### src/rtl/apb_master.sv
// APB requester: command/response handshake to APB SETUP/ACCESS transfers,
// with PREADY wait states, PSLVERR capture and a wait-state abort limit.
module apb_master #(
    parameter int AWIDTH  = 4,
    parameter int DWIDTH  = 8,
    parameter int TIMEOUT = 16
) (
    input  logic              PCLK,
    input  logic              PRESETn,
    input  logic              cmd_valid,
    output logic              cmd_ready,
    input  logic              cmd_write,
    input  logic [AWIDTH-1:0] cmd_addr,
    input  logic [DWIDTH-1:0] cmd_wdata,
    output logic              rsp_valid,
    output logic [DWIDTH-1:0] rsp_rdata,
    output logic              rsp_err,
    output logic              rsp_timeout,
    output logic              PSEL,
    output logic              PENABLE,
    output logic              PWRITE,
    output logic [AWIDTH-1:0] PADDR,
    output logic [DWIDTH-1:0] PWDATA,
    input  logic [DWIDTH-1:0] PRDATA,
    input  logic              PREADY,
    input  logic              PSLVERR
);

    localparam int CW = (TIMEOUT == 0) ? 1 : $clog2(TIMEOUT + 1);
    localparam logic [CW-1:0] LIMIT = (TIMEOUT == 0) ? '0 : CW'(TIMEOUT - 1);
    localparam logic [CW-1:0] CMAX  = '1;

    typedef enum logic [1:0] {
        IDLE,
        SETUP,
        ACCESS
    } state_t;

    state_t        state;
    state_t        state_n;
    logic [CW-1:0] cnt;
    logic          accept;
    logic          done;
    logic          abort;

    assign cmd_ready = (state == IDLE);

    always_comb begin
        state_n = state;
        accept  = 1'b0;
        done    = 1'b0;
        abort   = 1'b0;
        unique case (state)
            IDLE: begin
                if (cmd_valid) begin
                    accept  = 1'b1;
                    state_n = SETUP;
                end
            end
            SETUP: state_n = ACCESS;
            ACCESS: begin
                if (PREADY) begin
                    done    = 1'b1;
                    state_n = IDLE;
                end else if (TIMEOUT != 0 && cnt == LIMIT) begin
                    abort   = 1'b1;
                    state_n = IDLE;
                end
            end
            default: state_n = IDLE;
        endcase
    end

    // PSEL/PENABLE are registered images of the next state
    always_ff @(posedge PCLK or negedge PRESETn) begin
        if (!PRESETn) begin
            state   <= IDLE;
            PSEL    <= 1'b0;
            PENABLE <= 1'b0;
        end else begin
            state   <= state_n;
            PSEL    <= (state_n != IDLE);
            PENABLE <= (state_n == ACCESS);
        end
    end

    always_ff @(posedge PCLK or negedge PRESETn) begin
        if (!PRESETn) begin
            PWRITE      <= 1'b0;
            PADDR       <= '0;
            PWDATA      <= '0;
            cnt         <= '0;
            rsp_valid   <= 1'b0;
            rsp_rdata   <= '0;
            rsp_err     <= 1'b0;
            rsp_timeout <= 1'b0;
        end else begin
            rsp_valid <= done | abort;
            if (accept) begin
                PWRITE <= cmd_write;
                PADDR  <= cmd_addr;
                PWDATA <= cmd_wdata;
                cnt    <= '0;
            end else if (state == ACCESS && !PREADY && cnt != CMAX) begin
                cnt <= cnt + 1'b1;
            end
            if (done) begin
                rsp_err     <= PSLVERR;
                rsp_rdata   <= PWRITE ? '0 : PRDATA;
                rsp_timeout <= 1'b0;
            end else if (abort) begin
                rsp_err     <= 1'b1;
                rsp_rdata   <= '0;
                rsp_timeout <= 1'b1;
            end
        end
    end

endmodule

### config.mk
export PLATFORM = sky130hd
export DESIGN_NAME = apb_master
export DESIGN_NICKNAME = d
export VERILOG_FILES = /design/src/rtl/apb_master.sv
export SDC_FILE = /design/constraint.sdc
export NUM_CORES = 1
export LEC_CHECK = 0
export BUFFER_PORTS_ARGS = -buffer_cell sky130_fd_sc_hd__buf_2
export CAP_MARGIN = 5
export CORE_MARGIN = 3
export CORE_UTILIZATION = 38
export CTS_BUF_LIST = sky130_fd_sc_hd__clkbuf_2
export DETAILED_ROUTE_END_ITERATION = 8
export GPL_TIMING_DRIVEN = 0
export PLACE_DENSITY = 0.69
export SLEW_MARGIN = 15
export SYNTH_ARGS = -nofsm -noshare
export SYNTH_HDL_FRONTEND = slang
export SYNTH_SLANG_ARGS = --single-unit
### constraint.sdc
create_clock -name PCLK -period 2.3 [get_ports PCLK]
set_input_delay 0.69 -clock PCLK [delete_from_list [all_inputs] [get_ports PCLK]]
set_output_delay 0.69 -clock PCLK [all_outputs]
set_load 0.02 [all_outputs]
==> results.toml <==
[route]
drc = 0
wl_per_cell_um = 13.22
viasPerCell = 4.764
drt-pass1-iter-count = 4
drtIter0Drc = 21
routed_wl_mm = 2.525
vias = 910
antenna_left = 0

[pwr]
ir_drop_uv = 575.8
p_int_uw = 1254
p_sw_uw = 810.3
seq_power_share_pct = 45.0
p_comb_share_pct = 43.1
powerDensity_nw_per_um2 = 1237
sw_frac_of_total_pct = 39.26
power_leakage_uw = 0.0008821
clockPowerShare_pct = 11.9

[finish]
n_antenna_cell = 0
layout.nets = 176
drive_gt1_share_pct = 53.06
final_util_pct = 52.52
final_common_cell = "buf_2"
area_delta_synth_final_pct = 26.45
mostFrequentLayoutCells = "buf_2 (52), dfrtp_1 (33), mux2_2 (14)"

[cts]
cts_root_buffer = "clkbuf_2"
numCtsBuffers = 5
clk_pin_slew_ns = 0.16
cts_htree_levels = 2
cts_resized = 0
cts_tree = "yes"
cts_buffer_depth = 2
cts_setup_buffers = 0
cts_sinks = 33
cts_hold_buf = 0
clkLatencyLatePin_ns = 0.36

[grt]
antenna_found_initial = 0
grt_usage_pct = 13.76
overflow = 0
grt_pass1_vias = 959
grt_pass1_wl_mm = 4.347
grt_max_degree = 34

[placed_design]
place_hpwl_mm = 1.915
portBuffers = 52
place.gp.congestion = 0.7546

[die]
core_area_um2 = 3178
die_w_um = 64.94
initial_core_util_pct = 41.54
num_rows = 20
dieHeight_um = 64.94
ioPinCount = 53
die-area_um2 = 4217

[worst_setup_path]
reg2regPathDepth = 6
critical_path_depth = 6
path_delay_family = "simple AND/OR/NAND/NOR gates"
crit_fanout = 6
arrival_ns = 2.20
cp.required_ns = 2.57
cp-end-kind = "flop"
critical_path_class = "reg2reg"
crit_chain = "ha_1, and3_1, ha_1, nor4b_4, nor2_1, mux2_2"
crit_path_max_incr_delay_ns = 0.44
worst-path-buf-inv = 0
slowest_stage = "dfrtp_1"
cpMostUsedCell = "ha_1"
start_kind = "flop"

[synth]
ys_types = 22
synth_nets = 117
synth-seq-cells = 33
syn_area_um2 = 1320
syn_area_per_cell_um2 = 15.00
yosysWarnings = 0
synthCells = 88
yosysSeqAreaShare_pct = 62.56

[job]
maxCapViolCount = 0

[status]
status = "complete, no violations"

[sta]
period_needed_ns = 1.931
final_hold_viol_count = 0
rsz0062_at_grt = "no"
fin_skew_ns = 0.01986
fin_tns_setup_ns = 0
finalSetupViolations = 0
finalCritPeriodShare_pct = 83.97
slew_viol_final = 0
worst_pin_slew_ns = 0.6944
max_freq_mhz = 517.8
max-slew-margin-rel_pct = 53.71

[min_path]
min_path_type = "in2async"
[area by class of cell]
class	instances	area, µm²
flip-flops and latches	33	825.8
well taps	44	55.05
clock buffers	6	30.03
repair buffers	52	260.3
clock inverters	1	3.754
inverters	3	11.26
plain buffers	1	11.26
multi-input cells	51	471.7
fillers	276	1509
[registers in the layout, summed over array words and instances, names as in the netlist, 2 cells and up]
signal	cells
PADDR	4
state	2
PWDATA	8
rsp_rdata	8
cnt	5
[cell families (layout without fill, tap and decap cells)]
logic type | count (synthesis) | in the layout | synth area share (%)
simple gates | 16 | 16 | 9.575
fa+ha+maj | 3 | 3 | 2.844
compound gates | 16 | 16 | 9.857
buf+inv | 4 | 63 | 1.706
flops | 33 | 33 | 62.56
mux | 16 | 16 | 13.46
[power by group through the flow]
| stage | clock network (µW) | registers, µW | logic, µW |
|---|---|---|---|
| after floorplan | 0 | 1180 | 345 |
| after global placement | 0 | 928 | 879 |
| after detailed placement | 0 | 937 | 904 |
| after CTS | 260 | 931 | 903 |
| after global routing | 291 | 964 | 958 |
| final | 246 | 929 | 889 |
[layer usage]
metal	part of all wire (%)	wire length, µm	GRT usage (%)
met5	0	0	0
met4	1.5	38	4.749
met3	6.4	161	6.239
met2	52	1313	23.24
met1	40	1012	15.25
[path summary, 6_finish.rpt]
path / endpoint / from / slack, ns
max: cnt[0]$_DFFE_PN0P_ / cnt[0]$_DFFE_PN0P_ / 0.37
min: cnt[0]$_DFFE_PN0P_ / PRESETn / 0.35
max reg2reg: cnt[0]$_DFFE_PN0P_ / cnt[0]$_DFFE_PN0P_ / 0.37
min reg2reg: cnt[3]$_DFFE_PN0P_ / cnt[3]$_DFFE_PN0P_ / 0.50
max in group asynchronous: rsp_rdata[0]$_DFFE_PN0P_ / PRESETn / 1.49
min in group PCLK: cnt[3]$_DFFE_PN0P_ / cnt[3]$_DFFE_PN0P_ / 0.50
[Yosys cell counts (all sizes together)]
cell / n / area share, %
a21oi: 2 / 0.76
nand2b: 3 / 1.4
nor4b: 1 / 1.8
dfrtp: 33 / 63
a22o: 10 / 6.6
inv: 3 / 0.85
mux2i: 2 / 1.5
and3: 1 / 0.47
ha: 3 / 2.8
or2: 1 / 0.47
buf: 1 / 0.85
mux2: 14 / 12
nor2b: 2 / 1.1
o21ai: 1 / 0.66
o22a: 1 / 0.66
nand4: 1 / 0.47
nand2: 2 / 0.57
a21o: 2 / 1.1
nor2: 3 / 0.85
nor3b: 2 / 2.4
[stage by stage]
step | total power (µW) | worst slack [ns] | hold WS (ns) | instances | instance area [µm²]
2_1_floorplan | 1522 | 0.5400 | 0.3944 | 88 | 1320
3_3_place_gp | 1807 | 0.4565 | 0.4659 | 184 | 1635
3_5_place_dp | 1842 | 0.3932 | 0.4803 | 184 | 1635
4_1_cts | 2094 | 0.3619 | 0.3526 | 191 | 1669
5_1_grt | 2213 | 0.2506 | 0.3656 | 191 | 1669
6_report | 2064 | 0.3688 | 0.3466 | 191 | 1669
[worst reg2reg max path, cell delays in order (launching register included)]
cell	delay, ns
dfrtp_1	0.44
ha_1	0.22
and3_1	0.20
ha_1	0.21
nor4b_4	0.35
nor2_1	0.13
mux2_2	0.29
Note: power is estimated with default switching activity, not from simulation.
